<file path="config.mk">
export PLATFORM = sky130hd
export DESIGN_NAME = serial_parity_framer
export DESIGN_NICKNAME = d
export VERILOG_FILES = /design/src/rtl/serial_parity_framer_pkg.sv /design/src/rtl/serial_parity_framer_sat_counter.sv /design/src/rtl/serial_parity_framer.sv
export SDC_FILE = /design/constraint.sdc
export NUM_CORES = 1
export LEC_CHECK = 0
export ABC_CLOCK_PERIOD_IN_PS = 2600
export CAP_MARGIN = 20
export CORE_MARGIN = 4
export CORE_UTILIZATION = 35
export CTS_CLUSTER_SIZE = 30
export DETAILED_ROUTE_END_ITERATION = 12
export HOLD_SLACK_MARGIN = 0.15
export PLACE_DENSITY = 0.64
export REMOVE_ABC_BUFFERS = 1
export SLEW_MARGIN = 25
export SYNTH_ARGS = -nofsm -noshare
export SYNTH_HDL_FRONTEND = slang
export SYNTH_HIERARCHICAL = 1
export SYNTH_SLANG_ARGS = --single-unit
</file>
<file path="constraint.sdc">
create_clock -name clk -period 2.6 [get_ports clk]
set_clock_uncertainty 0.1 [all_clocks]
set_input_delay 0.26 -clock clk [delete_from_list [all_inputs] [get_ports clk]]
set_output_delay 0.26 -clock clk [all_outputs]
set_load 0.01 [all_outputs]
</file>
<file path="src/rtl/serial_parity_framer_pkg.sv">
// Shared definitions for the serial parity framer: FSM states, mode and
// parity-sense constants, and the frame bit-index width.
package parity_pkg;

  typedef enum logic {
    ST_IDLE    = 1'b0,
    ST_COLLECT = 1'b1
  } state_t;

  localparam int unsigned MODE_GEN   = 0;
  localparam int unsigned MODE_CHECK = 1;

  localparam int unsigned PAR_EVEN = 0;
  localparam int unsigned PAR_ODD  = 1;

  // Holds 0..255, enough for the longest frame (255 data bits + parity).
  localparam int unsigned IDX_W = 8;

endpackage

</file>
<file path="src/rtl/serial_parity_framer_sat_counter.sv">
// Saturating up-counter with synchronous clear.
//   clk    in   clock
//   reset  in   synchronous active-high reset (highest priority)
//   clear  in   synchronous clear, wins over inc
//   inc    in   count up by one, sticking at all-ones
//   count  out  W-bit registered count
module sat_counter #(
  parameter int unsigned W = 16
) (
  input  logic         clk,
  input  logic         reset,
  input  logic         clear,
  input  logic         inc,
  output logic [W-1:0] count
);

  localparam logic [W-1:0] MAX = {W{1'b1}};

  always_ff @(posedge clk) begin
    if (reset) begin
      count <= '0;
    end else if (clear) begin
      count <= '0;
    end else if (inc && (count != MAX)) begin
      count <= count + W'(1);
    end
  end

endmodule

</file>
<file path="src/rtl/serial_parity_framer.sv">
// Serial parity framer: groups qualified input bits into frames and either
// generates the parity bit (GEN) or flags a bad trailing parity bit (CHECK).
//   clk          in   clock
//   reset        in   synchronous active-high reset
//   ip           in   serial data bit
//   ip_valid     in   qualifies ip; state holds when low
//   clear        in   synchronous clear of both statistics counters
//   p            out  GEN: parity bit; CHECK: mismatch flag (held between pulses)
//   p_valid      out  one-cycle pulse, one cycle after the last bit of a frame
//   busy         out  a partial frame is held
//   frame_count  out  completed frames, saturating
//   err_count    out  CHECK: frames with mismatch, saturating; GEN: always 0
module serial_parity_framer
  import parity_pkg::*;
#(
  parameter int unsigned DATA_BITS = 3,
  parameter int unsigned ODD       = 1,
  parameter int unsigned CHECK     = 0,
  parameter int unsigned CNT_W     = 16
) (
  input  logic             clk,
  input  logic             reset,
  input  logic             ip,
  input  logic             ip_valid,
  input  logic             clear,
  output logic             p,
  output logic             p_valid,
  output logic             busy,
  output logic [CNT_W-1:0] frame_count,
  output logic [CNT_W-1:0] err_count
);

  localparam int unsigned FRAME_LEN = DATA_BITS + CHECK;
  localparam logic [IDX_W-1:0] LAST_IDX = IDX_W'(FRAME_LEN - 1);
  localparam logic IS_CHECK = (CHECK == MODE_CHECK);
  localparam logic ODD_BIT  = (ODD == PAR_ODD);

  state_t           state;
  logic [IDX_W-1:0] bit_idx;
  logic             acc;

  logic frame_done_c;
  logic par_x_c;
  logic err_inc_c;

  // A qualified bit at the last index closes the frame this cycle.
  assign frame_done_c = ip_valid && (bit_idx == LAST_IDX);
  // Same expression serves both modes: GEN parity bit or CHECK mismatch flag.
  assign par_x_c      = acc ^ ip ^ ODD_BIT;
  assign err_inc_c    = IS_CHECK && frame_done_c && par_x_c;

  // Frame FSM, bit index / running XOR and registered outputs.
  always_ff @(posedge clk) begin
    if (reset) begin
      state   <= ST_IDLE;
      bit_idx <= '0;
      acc     <= 1'b0;
      p       <= 1'b0;
      p_valid <= 1'b0;
      busy    <= 1'b0;
    end else begin
      p_valid <= 1'b0;
      if (ip_valid) begin
        if (bit_idx == LAST_IDX) begin
          state   <= ST_IDLE;
          bit_idx <= '0;
          acc     <= 1'b0;
          p       <= par_x_c;
          p_valid <= 1'b1;
          busy    <= 1'b0;
        end else begin
          if (state == ST_IDLE) begin
            state <= ST_COLLECT;
          end
          bit_idx <= bit_idx + IDX_W'(1);
          acc     <= acc ^ ip;
          busy    <= 1'b1;
        end
      end
    end
  end

  // Counters step on the same edge that raises p_valid.
  sat_counter #(.W(CNT_W)) u_frame_cnt (
    .clk   (clk),
    .reset (reset),
    .clear (clear),
    .inc   (frame_done_c),
    .count (frame_count)
  );

  sat_counter #(.W(CNT_W)) u_err_cnt (
    .clk   (clk),
    .reset (reset),
    .clear (clear),
    .inc   (err_inc_c),
    .count (err_count)
  );

endmodule

</file>
== Yosys cells after proc, flatten, opt, wreduce, memory -nomap -nowiden ==
Index checks and enable logic that the tools add are counted.
Widths: inputs -> output; s select.

* Flip-flop bits (word level): 28
* Bits in latches: 0
* Memory bits (writable): 0
* Memory bits (read-only): 0
* Output and inout bits: 35
* Word-level logic and storage cells: 22
* Memories: 0

* Add/subtract/negate cells: 2
* $mul: 0
* Divide/modulo/power cells: 0
* $lt $le $gt $ge: 0
* Equality and inequality tests: 2
* Shift operators: 0
* Mux-type cells: 4
* Bitwise gates (word level): 3
* Reduce and logical (&&, ||, !) cells: 5

{| class="wikitable"
|+ Operators with widths
! operator !! count
|-
| $add 16x1->16 const B || 1
|-
| $ne 16x16->1 const B || 1
|-
| $add 8x1->8 const B || 1
|-
| $eq 8x2->1 const B || 1
|-
| $mux 8 || 1
|-
| $reduce_or 2->1 || 2
|-
| $mux 1 || 3
|-
| $logic_and 1x1->1 || 2
|-
| $not 1->1 || 2
|-
| $reduce_and 2->1 || 1
|-
| $xor 1x1->1 || 1
|}

== Longest topological paths before layout ==
* Depth in word-level cells: 3
* Mapped depth: 9
* Mapped depth without buffers: 8

== By module ==
Netlist, hierarchy kept.

{| class="wikitable"
|+ By module, submodules not included
! module !! instances !! cells an instance !! area each (µm²) !! sequential area each (µm²)
|-
| sat_counter || 2 || 102 || 917.1 || 320.3
|-
| serial_parity_framer || 1 || 58 || 531.8 || 240.2
|}

== Worst setup path before layout ==
OpenSTA, ideal clock, no wires.

* Path kind: register -> register
* From: register bit_idx[0]
* To: register u_frame_cnt.count[12]
* Setup time: 0.091 ns
* Arrival: 1.966 ns
* Data required time: 2.409 ns
* Path slack: 0.443 ns
* Stages on the path, launching flop included: 10
* Buffers on the path: 1
* Period minus slack after synthesis: 2.157 ns
* Cell sequence: dfxtp_1 inv_1 ha_1 nor4b_1 and2_1 and4_4 and3_1 buf_4 a31oi_1 a311oi_1

* Longest elaborated chain between the ends: 3

{| class="wikitable"
|+ Ends and longest elaborated chain
! what !! RTL line !! source
|-
| start: declaration || serial_parity_framer.sv:39 || <nowiki>logic [IDX_W-1:0] bit_idx;</nowiki>
|-
| start signal: assignment || serial_parity_framer.sv:75 || <nowiki>bit_idx <= bit_idx + IDX_W'(1);</nowiki>
|-
| $eq 8x2->1 || serial_parity_framer.sv:47 || <nowiki>assign frame_done_c = ip_valid && (bit_idx == LAST_IDX);</nowiki>
|-
| $logic_and 1x1->1 || serial_parity_framer.sv:47 ||
|-
| named net frame_done_c || serial_parity_framer.sv:42 || <nowiki>logic frame_done_c;</nowiki>
|-
| $logic_and 1x1->1 || serial_parity_framer_sat_counter.sv:24 || <nowiki>end else if (inc && (count != MAX)) begin</nowiki>
|-
| end signal: assignment || serial_parity_framer_sat_counter.sv:25 || <nowiki>count <= count + W'(1);</nowiki>
|-
| end: declaration || serial_parity_framer_sat_counter.sv:14 || <nowiki>output logic [W-1:0] count</nowiki>
|}

The timed path passes the listed nets, and every way through them passes these cells.
A chain may end at the register's enable or synchronous reset.

== Worst setup path in the final report ==
* From: register bit_idx[0]
* To: register u_frame_cnt.count[9]

Same word-level chain as after synthesis.

==> metrics.txt <==
hold depth=2; worst reg2reg path depth=9; clock slew at reported path FFs=0.09 ns; max-slew violations=0; Post-Synth XOR/XNOR Area=2.221%; Hold Path Class=reg -> reg; synth warn=6; Initial Util=36.63%; Final GP Congestion=0.7724; Post-DP HPWL=3849 um; number of diodes=0; status=finished, final reports clean; hold_sp=busy$_SDFFE_PP0P_; via count=2,075; CP endpoint kind=register; share of cells above drive strength 1=13.96%; Wirelength per Cell=13.76 um; #FFs+latches synth=44; vias per cell=5.390; post-CTS setup buffer count=0; final setup margin=0.1641 ns; Area after DPL=0.002820 mm2; Peak Freq=0.4105 GHz; slew margin rel.=62.93%; Critical Path Start=bit_idx[0]$_SDFFE_PP0P_; multi-input logic area=0.001399 mm2; PwrDens=456.8 mW/mm2; unrepaired setup endpoints after global routing=yes; initial antenna violation count=0; sequential fraction of the synthesis area=37.23%; CTS root buf=clkbuf_8; Area Overhead vs Synth=24.96%; path type of the worst setup path=reg -> reg; hold_buf cts=0; DP Worst Slack=0.08385 ns; Commonest cells post-synth=44 x dfxtp_1, 31 x nand2_1, 16 x a21oi_1; H-tree Lvls=2; initial drt markers=38; Area contributors post-synth=dfxtp_1 37%, mux2i_1 5.1%, nand2_1 4.9%; row count=29; post-route ant nets=0; Synth Area in Adders=2.115%; final WL=5298 um; Final Cell Area=0.002957 mm2; post-synthesis cell area=0.002366 mm2; CTS tree=yes; largest net degree at the start of global routing=14; area fraction of the dominant cell type after synthesis=37.23%; Die X=90.22 um; Main synth FF type=dfxtp_1; cell count after synthesis=262; mux cell area share after synthesis=5.077%; Cell variety after synth=46; Post-Synth Simple-Gate Area=29.88%; area leader, netlist=dfxtp_1; Critical Path RT=2.73 ns; Crit Path Max Fanout=6; fin nets=316; first-pass GRT wire length=9011 um; final hold violations=0; Tot Pwr=1.351 mW; post-synthesis async set-or-reset flop share=0%; buffer depth of the longest clock path=2; clk_lat worst skew=0.29 ns; Die ar.=0.008140 mm2; largest family of logic cells by synthesized area=simple AND/OR/NAND/NOR gates; Final Critical Period=2.436 ns; Startpoint Class=register; RR Startpoint=bit_idx[0]$_SDFFE_PP0P_; Slew @ Worst Pin=0.5542 ns; Die Y=90.22 um; top-count cell post-synth=dfxtp_1; All-Layer GR Usage=13.06%; Synth Area in Compound Gates=18.61%; VDD IR-drop max=0.2954 mV; mean post-synth cell area=9.031 um2; clk sinks=44; cts bufs inserted=5; crit path DAT=2.57 ns; Leak Pwr=1.047 nW; vias in the first global route=1,876; final setup fails=0; I/O Buffers=39; register area=880.8 um2; Core Box Area=0.006459 mm2; DRC Markers=0; DRT Pass-1 Iters=4; fillcell total=661; post-route clock period utilization=93.69%; total grt overflow=0; number of synthesized flops with an enable pin=0; # IOs=40; maxcap violations=0
-- worst paths after layout --
| path | end | slack, ns |
|---|---|---|
| min | busy$_SDFFE_PP0P_ | 0.38 |
| min reg2reg | busy$_SDFFE_PP0P_ | 0.38 |
| max reg2reg | u_frame_cnt/count[9]$_SDFFE_PP0P_ | 0.16 |
| max | u_frame_cnt/count[9]$_SDFFE_PP0P_ | 0.16 |
-- power by group --
group	leakage (nW)	internal [mW]	switching (mW)
clock	0.0645	0.339	0.235
sequential	0.356	0.683	0.00902
combinational	0.627	0.0407	0.0437
-- worst max-delay path, stage by stage (launching register included) --
cell and delay (ns):
dfxtp_1 0.35, inv_1 0.07, ha_1 0.14, nor4b_1 0.29, buf_4 0.19, and2_1 0.21
and3_1 0.20, nand3_1 0.26, a211oi_1 0.36, mux2i_1 0.21
-- placed cells by master, fill, tap and decap left out, drive strengths merged, types with 2 or more instances in the layout --
| cell type | netlist | final |
|---|---|---|
| clkdlybuf4s50 | 0 | 39 |
| ha | 4 | 4 |
| buf | 10 | 7 |
| nand3 | 11 | 11 |
| a41o | 2 | 2 |
| a21oi | 16 | 16 |
| or3 | 16 | 16 |
| inv | 3 | 3 |
| nor4b | 2 | 2 |
| conb | 1 | 5 |
| or2 | 2 | 2 |
| a2111o | 4 | 4 |
| o21ai | 14 | 14 |
| nand2 | 31 | 31 |
| xnor2 | 2 | 2 |
| and3 | 12 | 12 |
| nor2 | 12 | 12 |
| nor3 | 6 | 6 |
| dfxtp | 44 | 44 |
| clkbuf | 0 | 7 |
| o2111a | 2 | 2 |
| a21boi | 2 | 2 |
| a311oi | 2 | 2 |
| a31oi | 8 | 8 |
| and2 | 9 | 9 |
| a211oi | 9 | 9 |
| and4 | 2 | 2 |
| xor2 | 4 | 4 |
| mux2i | 12 | 12 |
| nand4 | 11 | 11 |
| o2111ai | 2 | 2 |
-- cell families (layout without fill, tap and decap cells) --
group / count (synthesis) / after routing
compound gates: 64 / 64
flops: 44 / 44
buf+inv: 15 / 57
fa+ha+maj: 4 / 4
other cells: 1 / 5
xor+xnor: 6 / 6
mux: 12 / 12
simple gates: 116 / 116
-- per-stage QoR --
step	setup TNS (ns)	hold slack, ns	std cells	util (%)
after CTS	0	0.3776	385	45.62
after global routing	-0.01005	0.4200	385	45.78
after floorplan	0	0.2291	254	-
after detailed placement	0	0.3600	377	43.67
after global placement	0	0.3513	377	43.67
final	0	0.3767	385	45.78
-- final cells by class --
| class | instances | area share [%] |
|---|---|---|
| Clock buffer | 7 | 3.259 |
| Inverter | 3 | 0.3809 |
| Sequential cell | 44 | 29.79 |
| Clock inverter | 1 | 1.016 |
| Timing Repair Buffer | 46 | 14.98 |
| Tap cell | 77 | 3.259 |
| Multi-Input combinational cell | 207 | 47.31 |
-- sequential cells by signal, summed over array words and instances (netlist names) --
register and flops:
acc 1, u_err_cnt/count 16, busy 1, p 1, p_valid 1, bit_idx 8, u_frame_cnt/count 16
-- repair_timing --
item                                    4_1_cts  5_1_grt
hold endpoints to repair                      0        0
endpoints found under the setup margin        0        1
resized for setup                             0        2
-- layer usage --
metal	global-route usage, %	wire (um)
met5	0	0
met4	4.337	40
met3	3.255	178
met2	21.47	2529
met1	16.69	2549
Note: power is estimated with default switching activity, not from simulation.
